`src/rtl/mmio_uart_tx.sv`:
```
`default_nettype none
// ==========================================================================
// mmio_uart_tx : memory-mapped 8N1 UART transmitter with a byte TX FIFO
// Revision 1.0
// ==========================================================================
module mmio_uart_tx #(
  parameter logic [31:0] BASE_ADDR   = 32'hFFFF_0000,
  parameter int          DEPTH       = 8,
  parameter logic [15:0] DEFAULT_DIV = 16'd867
) (
  input  logic        clk,
  input  logic        reset,
  input  logic [31:0] a,
  input  logic [31:0] wd,
  input  logic        we,
  input  logic [2:0]  mode,
  output logic [31:0] rd,
  output logic        hit,
  output logic        tx,
  output logic        irq
);

  localparam int PW = $clog2(DEPTH);
  localparam int CW = $clog2(DEPTH + 1);

  typedef enum logic [1:0] {
    S_IDLE  = 2'd0,
    S_START = 2'd1,
    S_DATA  = 2'd2,
    S_STOP  = 2'd3
  } state_t;

  state_t          state_q, state_d;
  logic [15:0]     period_q, period_d;
  logic [15:0]     tick_q, tick_d;
  logic [2:0]      bit_q, bit_d;
  logic [7:0]      shreg_q, shreg_d;
  logic            tx_q, tx_d;
  logic            irq_q, irq_d;
  logic [PW-1:0]   wr_ptr_q, wr_ptr_d;
  logic [PW-1:0]   rd_ptr_q, rd_ptr_d;
  logic [CW-1:0]   count_q, count_d;
  logic            ovf_q, ovf_d;
  logic [15:0]     div_q, div_d;
  logic [7:0]      mem_q [DEPTH];

  logic        wr_acc, empty, full, busy, tick_end, pop, push_req, push;
  logic [1:0]  sel;
  logic [31:0] count_ext, reg_val, rd_fmt;
  logic [3:0]  cnt_sat;
  logic        unused_ok;

  assign hit       = (a[31:4] == BASE_ADDR[31:4]);
  assign wr_acc    = we & hit;
  assign sel       = a[3:2];
  assign empty     = (count_q == '0);
  assign full      = (count_q == CW'(DEPTH));
  assign busy      = (state_q != S_IDLE);
  assign tick_end  = (tick_q == period_q);
  assign pop       = !empty && ((state_q == S_IDLE) || ((state_q == S_STOP) && tick_end));
  assign push_req  = wr_acc && (sel == 2'd0);
  // A pop in the same cycle frees a slot, so a full FIFO still accepts.
  assign push      = push_req && (!full || pop);
  assign count_ext = 32'(count_q);
  assign cnt_sat   = (count_ext > 32'd15) ? 4'hF : count_ext[3:0];
  assign unused_ok = ^{a[1], wd[31:16]};

  always_comb begin
    wr_ptr_d = wr_ptr_q;
    rd_ptr_d = rd_ptr_q;
    count_d  = count_q;
    ovf_d    = ovf_q;
    div_d    = div_q;
    if (push) wr_ptr_d = wr_ptr_q + 1'b1;
    if (pop)  rd_ptr_d = rd_ptr_q + 1'b1;
    case ({push, pop})
      2'b10:   count_d = count_q + 1'b1;
      2'b01:   count_d = count_q - 1'b1;
      default: count_d = count_q;
    endcase
    if (wr_acc && (sel == 2'd1) && wd[3]) ovf_d = 1'b0;
    if (push_req && !push) ovf_d = 1'b1;
    if (wr_acc && (sel == 2'd2)) begin
      if (mode[1:0] == 2'b00) begin
        if (a[0]) div_d[15:8] = wd[7:0];
        else      div_d[7:0]  = wd[7:0];
      end else begin
        div_d = wd[15:0];
      end
    end
  end

  always_comb begin
    state_d  = state_q;
    period_d = period_q;
    tick_d   = tick_q;
    bit_d    = bit_q;
    shreg_d  = shreg_q;
    tx_d     = tx_q;
    if (pop) begin
      state_d  = S_START;
      period_d = div_q;
      tick_d   = '0;
      shreg_d  = mem_q[rd_ptr_q];
      tx_d     = 1'b0;
    end else if (state_q != S_IDLE) begin
      if (!tick_end) begin
        tick_d = tick_q + 1'b1;
      end else begin
        tick_d = '0;
        case (state_q)
          S_START: begin
            state_d = S_DATA;
            bit_d   = 3'd0;
            tx_d    = shreg_q[0];
          end
          S_DATA: begin
            if (bit_q == 3'd7) begin
              state_d = S_STOP;
              tx_d    = 1'b1;
            end else begin
              bit_d   = bit_q + 1'b1;
              shreg_d = shreg_q >> 1;
              tx_d    = shreg_q[1];
            end
          end
          default: begin
            state_d = S_IDLE;
            tx_d    = 1'b1;
          end
        endcase
      end
    end
    irq_d = (count_d == '0) && (state_d == S_IDLE);
  end

  always_comb begin
    reg_val = '0;
    case (sel)
      2'd1:    reg_val = {24'd0, cnt_sat, ovf_q, empty, full, busy};
      2'd2:    reg_val = {16'd0, div_q};
      default: reg_val = '0;
    endcase
    case (mode)
      3'b000:  rd_fmt = {{24{reg_val[7]}}, reg_val[7:0]};
      3'b001:  rd_fmt = {{16{reg_val[15]}}, reg_val[15:0]};
      3'b100:  rd_fmt = {24'd0, reg_val[7:0]};
      3'b101:  rd_fmt = {16'd0, reg_val[15:0]};
      default: rd_fmt = reg_val;
    endcase
    rd = hit ? rd_fmt : 32'd0;
  end

  always_ff @(posedge clk) begin
    if (reset) begin
      state_q  <= S_IDLE;
      period_q <= '0;
      tick_q   <= '0;
      bit_q    <= '0;
      shreg_q  <= '0;
      tx_q     <= 1'b1;
      irq_q    <= 1'b1;
      wr_ptr_q <= '0;
      rd_ptr_q <= '0;
      count_q  <= '0;
      ovf_q    <= 1'b0;
      div_q    <= DEFAULT_DIV;
    end else begin
      state_q  <= state_d;
      period_q <= period_d;
      tick_q   <= tick_d;
      bit_q    <= bit_d;
      shreg_q  <= shreg_d;
      tx_q     <= tx_d;
      irq_q    <= irq_d;
      wr_ptr_q <= wr_ptr_d;
      rd_ptr_q <= rd_ptr_d;
      count_q  <= count_d;
      ovf_q    <= ovf_d;
      div_q    <= div_d;
    end
  end

  always_ff @(posedge clk) begin
    if (!reset && push) mem_q[wr_ptr_q] <= wd[7:0];
  end

  assign tx  = tx_q;
  assign irq = irq_q;

endmodule
`default_nettype wire

```
`config.mk`:
```
export PLATFORM = sky130hd
export DESIGN_NAME = mmio_uart_tx
export DESIGN_NICKNAME = d
export VERILOG_FILES = /design/src/rtl/mmio_uart_tx.sv
export SDC_FILE = /design/constraint.sdc
export NUM_CORES = 1
export LEC_CHECK = 0
export ABC_AREA = 1
export ABC_CLOCK_PERIOD_IN_PS = 2700
export CORE_MARGIN = 3
export CORE_UTILIZATION = 35
export CTS_CLUSTER_DIAMETER = 120
export DETAILED_ROUTE_END_ITERATION = 7
export SETUP_SLACK_MARGIN = 0.02
export SKIP_LAST_GASP = 1
export SYNTH_ARGS = -nofsm -noshare
export SYNTH_HDL_FRONTEND = slang
export SYNTH_SLANG_ARGS = --single-unit
```
`constraint.sdc`:
```
create_clock -name clk -period 2.7 [get_ports clk]
set_input_delay 0.405 -clock clk [delete_from_list [all_inputs] [get_ports clk]]
set_output_delay 0.405 -clock clk [all_outputs]
set_load 0.005 [all_outputs]
```
==> results of run 1 <==
## through the flow
step	TNS, ps	power, mW	instances	hold WS, ps	setup slack (ps)
after global placement	-5060	5.45	1121	447	-254
after detailed placement	-5040	5.48	1121	456	-300
after CTS	-3640	7.81	1153	467	-177
after floorplan	0	4.66	801	433	148
after global routing	-662	8.40	1165	482	-118
final	0	7.83	1165	468	2.53
## sequential cells by signal, summed over array words and instances, names as in the netlist, named ones only
| name | cells |
|---|---|
| count_q | 4 |
| shreg_q | 8 |
| irq | 1 |
| wr_ptr_q | 3 |
| state_q | 2 |
| period_q | 16 |
| div_q | 16 |
| rd_ptr_q | 3 |
| tx | 1 |
| tick_q | 16 |
| bit_q | 3 |
| mem_q | 64 |
| ovf_q | 1 |
## report_power, final
group          internal (mW)  switching, mW
registers               2.48          0.158
logic                   1.05           1.82
clock network           1.41          0.912
total                   4.94           2.89
## worst max-delay path, cell delays in order
cell and delay (ps):
clkdlybuf4s50_1 480, nand4_1 90, nand3b_1 200, nor2_4 140, inv_2 40, buf_8 120
buf_12 130, a21oi_2 150, clkdlybuf4s50_1 530
## worst paths after layout
kind,to,slack (ps),cells past startpoint
worst min register to register,period_q[10],470,2
worst max-delay path,rd[13],3,9
worst max register to register,irq,150,19
worst min-delay path,period_q[10],470,2
## repair_timing
item / in CTS / in global routing
hold buffers: 0 / 0
gates resized for setup: 8 / 52
pin swaps: 0 / 11
endpoints found under the hold margin: 0 / 0
cloned: 0 / 2
setup buffers: 0 / 10
setup endpoints to repair: 30 / 32
## metal layers
metal	vias up	share of wire (%)	global-route usage (%)
met3	23	6.5	4.17
met4	0	1.9	6.53
met1	2632	44	21.9
li1	2899	-	-
met2	160	47	27.8
met5	-	0	0
## cells in the final DEF (no fill, tap or decap), drive strengths merged
| cell type | Yosys | final |
|---|---|---|
| a211oi | 3 | 3 |
| a21oi | 64 | 64 |
| a221oi | 2 | 2 |
| a22oi | 1 | 1 |
| buf | 25 | 51 |
| bufinv | 0 | 1 |
| clkbuf | 16 | 23 |
| clkdlybuf4s50 | 0 | 61 |
| clkinv | 1 | 4 |
| clkinvlp | 0 | 3 |
| dfxtp | 77 | 77 |
| dlygate4sd2 | 0 | 2 |
| dlymetal6s2s | 0 | 24 |
| edfxtp | 64 | 64 |
| fa | 1 | 1 |
| ha | 14 | 14 |
| inv | 71 | 74 |
| mux2i | 8 | 8 |
| nand2 | 187 | 187 |
| nand3 | 38 | 38 |
| nand3b | 1 | 1 |
| nand4 | 8 | 8 |
| nor2 | 107 | 107 |
| nor3 | 8 | 8 |
| nor3b | 6 | 6 |
| nor4 | 1 | 1 |
| o211a | 1 | 1 |
| o21a | 6 | 6 |
| o21ai | 67 | 67 |
| o22ai | 16 | 16 |
| or2 | 2 | 2 |
| or3 | 1 | 1 |
| xnor2 | 2 | 2 |
| xor2 | 3 | 3 |
## area by class of cell
cell class	count	area, um2
Clock inverter	10	105
Timing Repair Buffer	139	1380
Inverter	72	270
Fill cell	1819	9910
Sequential cell	141	3470
Tap cell	234	293
Multi-Input combinational cell	547	2840
Clock buffer	22	495
## kinds of logic (layout without fill, tap and decap cells)
group / Yosys count / in the layout / synth area share (%)
compound gates: 160 / 160 / 13.0
xor+xnor: 5 / 5 / 0.653
fa+ha+maj: 15 / 15 / 2.91
buf+inv: 113 / 243 / 7.61
flops: 141 / 141 / 51.6
mux: 8 / 8 / 1.19
simple gates: 359 / 359 / 23.0
==> impl_metrics.toml, run 1 <==
[setup_path]
worstSetupStartpointType = "primary input"
crit_type = "primary input to output pin"
rr_startpoint = "tick_q[6]"
cp-end-kind = "output pin"
crit_required_ps = 2300
arrival_ps = 2290
crit_fanout = 6
critPathLaunch = "a[31]"

[route]
wl_um = 17400
ant_nets = 0
drt-initial-drc-count = 426
wl_per_cell_um = 14.9
via_count = 5714
vias_per_cell = 4.90
route.detailed.drc = 0
dr.pass1.iters = 5

[synth]
syn_area_um2 = 6710
syn_inst = 801
ys_seq_elements = 141
syn_nets = 886
synth_top_area_cell = "edfxtp_1"
synth_top_area_share_pct = 28.6
yosys-top-cells-area = "edfxtp_1 (29%), dfxtp_1 (23%), nand2_1 (10%)"
synth_enable_flop_cells = 64
async_reset_ff_share_pct = 0
synth.avg_cell_area_um2 = 8.38
synth_most_common_cell = "nand2_1"
yosys_warnings = 0
ys.flop_type = "dfxtp_1"
synth_common_cells = "nand2_1 (184), nor2_1 (102), dfxtp_1 (77)"
ys_types = 44
ys_seq_area_share_pct = 51.6

[power]
leakagePower_nw = 3.87
ir_drop_mv = 0.474
p_per_area_nw_per_um2 = 884

[timing]
slew_violations = 0
fin_crit_sh_pct = 99.9
finalSetupViolCount = 0
tightest_slew_ps = 567
clock_skew_ps = 6.44
final_hold_viol_count = 0
rsz0062_at_grt = "yes"
relSlewSlack_pct = 62.2
period_minus_slack_ps = 2700
max_clock_freq_mhz = 371

[global_route]
grt_pass1_wl_um = 27100
grt_max_degree = 34
grt_remaining_overflow = 0
grt_use_total_pct = 17.0
grt_pass1_vias = 5342
antenna_found_initial = 0

[cts]
h-tree-depth = 4
clk_pin_slew_worst_paths_ps = 60
clockBufferDepth = 2
root_buffer = "clkbuf_16"
clkLatencyLatePin_ps = 420
clkSinkCount = 141
cts_tree = "done"
cts_buffers = 17

[status]
status = "complete, no violations"

[floorplanning]
die-area_um2 = 20900
ios = 105
fp.dieW_um = 144
die_height_um = 144
std_cell_rows = 50
start_util_pct = 35.8
core_area_um2 = 18800

[cells_and_area]
utilization_pct = 47.2
area_delta_synth_final_pct = 31.9
fin_nets = 1003
drive_gt1_share_pct = 15.0
design_area_um2 = 8850
diodes = 0

[placed_design]
placed_area_um2 = 7960
dpl.hpwl_um = 12200
io_buffer_count = 87
place_congestion = 0.853

[min_path]
min_path_type = "flop to flop"
worstHoldStart = "period_q[10]"

[job]
drv_cap = 0
Note: power is estimated with default switching activity, not from simulation.
==> run 2, diff against run 1 <==
- GPL_TIMING_DRIVEN: unset -> 0
- HOLD_SLACK_MARGIN: unset -> 0.1
- SETUP_SLACK_MARGIN: 0.02 -> 0.4
==> run 2 against run 1 <==
Register-to-register slack better by 180 ps. Wire length rose by 11%. Final cell count is 3.9% higher. Non-clock buffer count grew 46. Setup slack gained 330 ps. Clock-buffer cell count shrank 5. Fmax grew 14%. Sequential cell count unchanged. First-iteration DRC count rose by 12%. Critical path depth is 8 higher. Sequential share of layout area is 2.5 points lower. Clock skew rose by 2.2 ps.
==> impl_metrics.toml, run 2 (synthesis results as in run 1) <==
[cts]
clockBufferDepth = 2
clkLatencyLatePin_ps = 430
cts_buffers = 17
cts_tree = "done"
clk_pin_slew_worst_paths_ps = 60
h-tree-depth = 4
root_buffer = "clkbuf_16"
clkSinkCount = 141

[setup_path]
worstSetupStartpointType = "flop"
crit_type = "flop to flop"
crit_path_cell_trace = "inv_4 > nand2_2 > nand2_2 > nor2_4 > nand2_2 > nor2_4 > nand3_4 > nand2_4 > buf_6 > buf_6 > nand2_8 > nand2_4 > nand2_4 > or2_4 > buf_6 > nor2_4 > buf_6"
arrival_ps = 2510
crit_top_cell = "buf_6"
crit_required_ps = 2840
cp_slowest_cell = "dfxtp_4"
cp-end-kind = "flop"
slowest_delay_ps = 370
crit_fanout = 4

[timing]
fin_crit_sh_pct = 87.8
tns_ps = 0
tightest_slew_ps = 673
finalSetupViolCount = 0
slew_violations = 0
period_minus_slack_ps = 2370
relSlewSlack_pct = 55.1
rsz0062_at_grt = "yes"
clock_skew_ps = 8.64
final_hold_viol_count = 0
max_clock_freq_mhz = 422

[cells_and_area]
largest_reg_flops = 64
layout_commonest_cell = "nand2_1"
layout_common_cells = "nand2_1 (171), nor2_1 (80), edfxtp_1 (64)"
area_delta_synth_final_pct = 42.2
largest-register = "mem_q"
drive_gt1_share_pct = 27.8
seqCellArea_um2 = 3500
fin_nets = 1049
multiInputGateArea_um2 = 3120
fill_cells = 1749
utilization_pct = 50.8
diodes = 0

[global_route]
grt_pass1_vias = 5760
antenna_found_initial = 0
grt_max_degree = 17
use_met2_pct = 31.7
grt.busiest_layer = "met2"
grt_pass1_wl_um = 30400
use_met3_pct = 4.27
grt_remaining_overflow = 0
grt_use_met1_pct = 24.6
grt_use_total_pct = 19.1

[min_path]
min_path_type = "flop to flop"

[route]
ant_nets = 0
route.detailed.drc = 0
wl_per_cell_um = 15.9
wl_um = 19300
via_count = 6048
dr.pass1.iters = 5
drt-initial-drc-count = 477
vias_per_cell = 4.99

[floorplanning]
die-area_um2 = 20900
die_height_um = 144
ios = 105
std_cell_rows = 50
core_area_um2 = 18800
start_util_pct = 35.8
fp.dieW_um = 144

[placed_design]
place_congestion = 0.836
io_buffer_count = 87
dpl.hpwl_um = 13400

[job]
drv_cap = 0

[power]
leakagePower_nw = 3.84
p_per_area_nw_per_um2 = 873
ir_drop_mv = 0.478

[status]
status = "complete, no violations"
[run 2: changes by cell type in the layout (fill, tap and decap cells not counted), sizes merged]
| cell | previous run | this run |
|---|---|---|
| inv | 74 | 80 |
| clkdlybuf4s50 | 61 | 22 |
| bufinv | 1 | 0 |
| clkdlybuf4s15 | 0 | 6 |
| dlymetal6s2s | 24 | 0 |
| buf | 51 | 103 |
| clkinvlp | 3 | 4 |
| dlygate4sd2 | 2 | 35 |
| clkbuf | 23 | 36 |
| clkinv | 4 | 3 |
[run 2: worst max-delay path: cells and delay by family, from the launching register on]
family	cells	cell delay (ps)
simple gates	12	1180
buf+inv	5	510
flops	1	370
[run 2: area by class of cell]
cell class	instances	share of cell area, %
plain buffers	41	3.76
clock buffers	17	4.46
clock inverters	15	1.31
inverters	72	3.15
multi-input cells	547	32.7
flip-flops and latches	141	36.7
well taps	234	3.07
repair buffers	144	14.8
[run 2: power by group]
part	internal [mW]	switching (mW)
Sequential	2.48	0.189
Clock	1.20	0.995
Combinational	1.34	2.12
[run 2: metrics by stage]
| step | setup WS, ps | instance area [um2] | instances | hold slack (ps) | power (mW) |
|---|---|---|---|---|---|
| floorplan | 358 | 6880 | 801 | 433 | 4.72 |
| global placement | -1170 | 8040 | 1122 | 453 | 5.58 |
| detailed placement | -1220 | 8040 | 1122 | 456 | 5.59 |
| CTS | 319 | 9170 | 1199 | 466 | 8.09 |
| global route | 106 | 9540 | 1211 | 488 | 8.89 |
| finish | 329 | 9540 | 1211 | 459 | 8.33 |
[run 2: per-layer routing]
metal  routed length (um)  part of all wire, %  up-vias
li1                     -                    -     3006
met1                 8350                   43     2821
met2                 9420                   49      200
met3                 1240                  6.5       21
met4                  250                  1.3        0
met5                    0                    0        -
[run 2: worst paths after layout]
path / from / end / slack (ps) / cells after the start
worst min register to register: rd_ptr_q[2] / flop / 460 / 2
worst min-delay path: rd_ptr_q[2] / flop / 460 / 2
worst max-delay path: tick_q[2] / mem_q[6][5] / 330 / 17
worst max register to register: tick_q[2] / mem_q[6][5] / 330 / 17
[run 2: what timing repair did]
item                                    4_1_cts  5_1_grt
endpoints found under the setup margin      101      137
gates cloned                                  1        0
pin swaps                                    55       36
resized for setup                           214      105
buffers inserted                             44       12
hold buffers                                  0        0
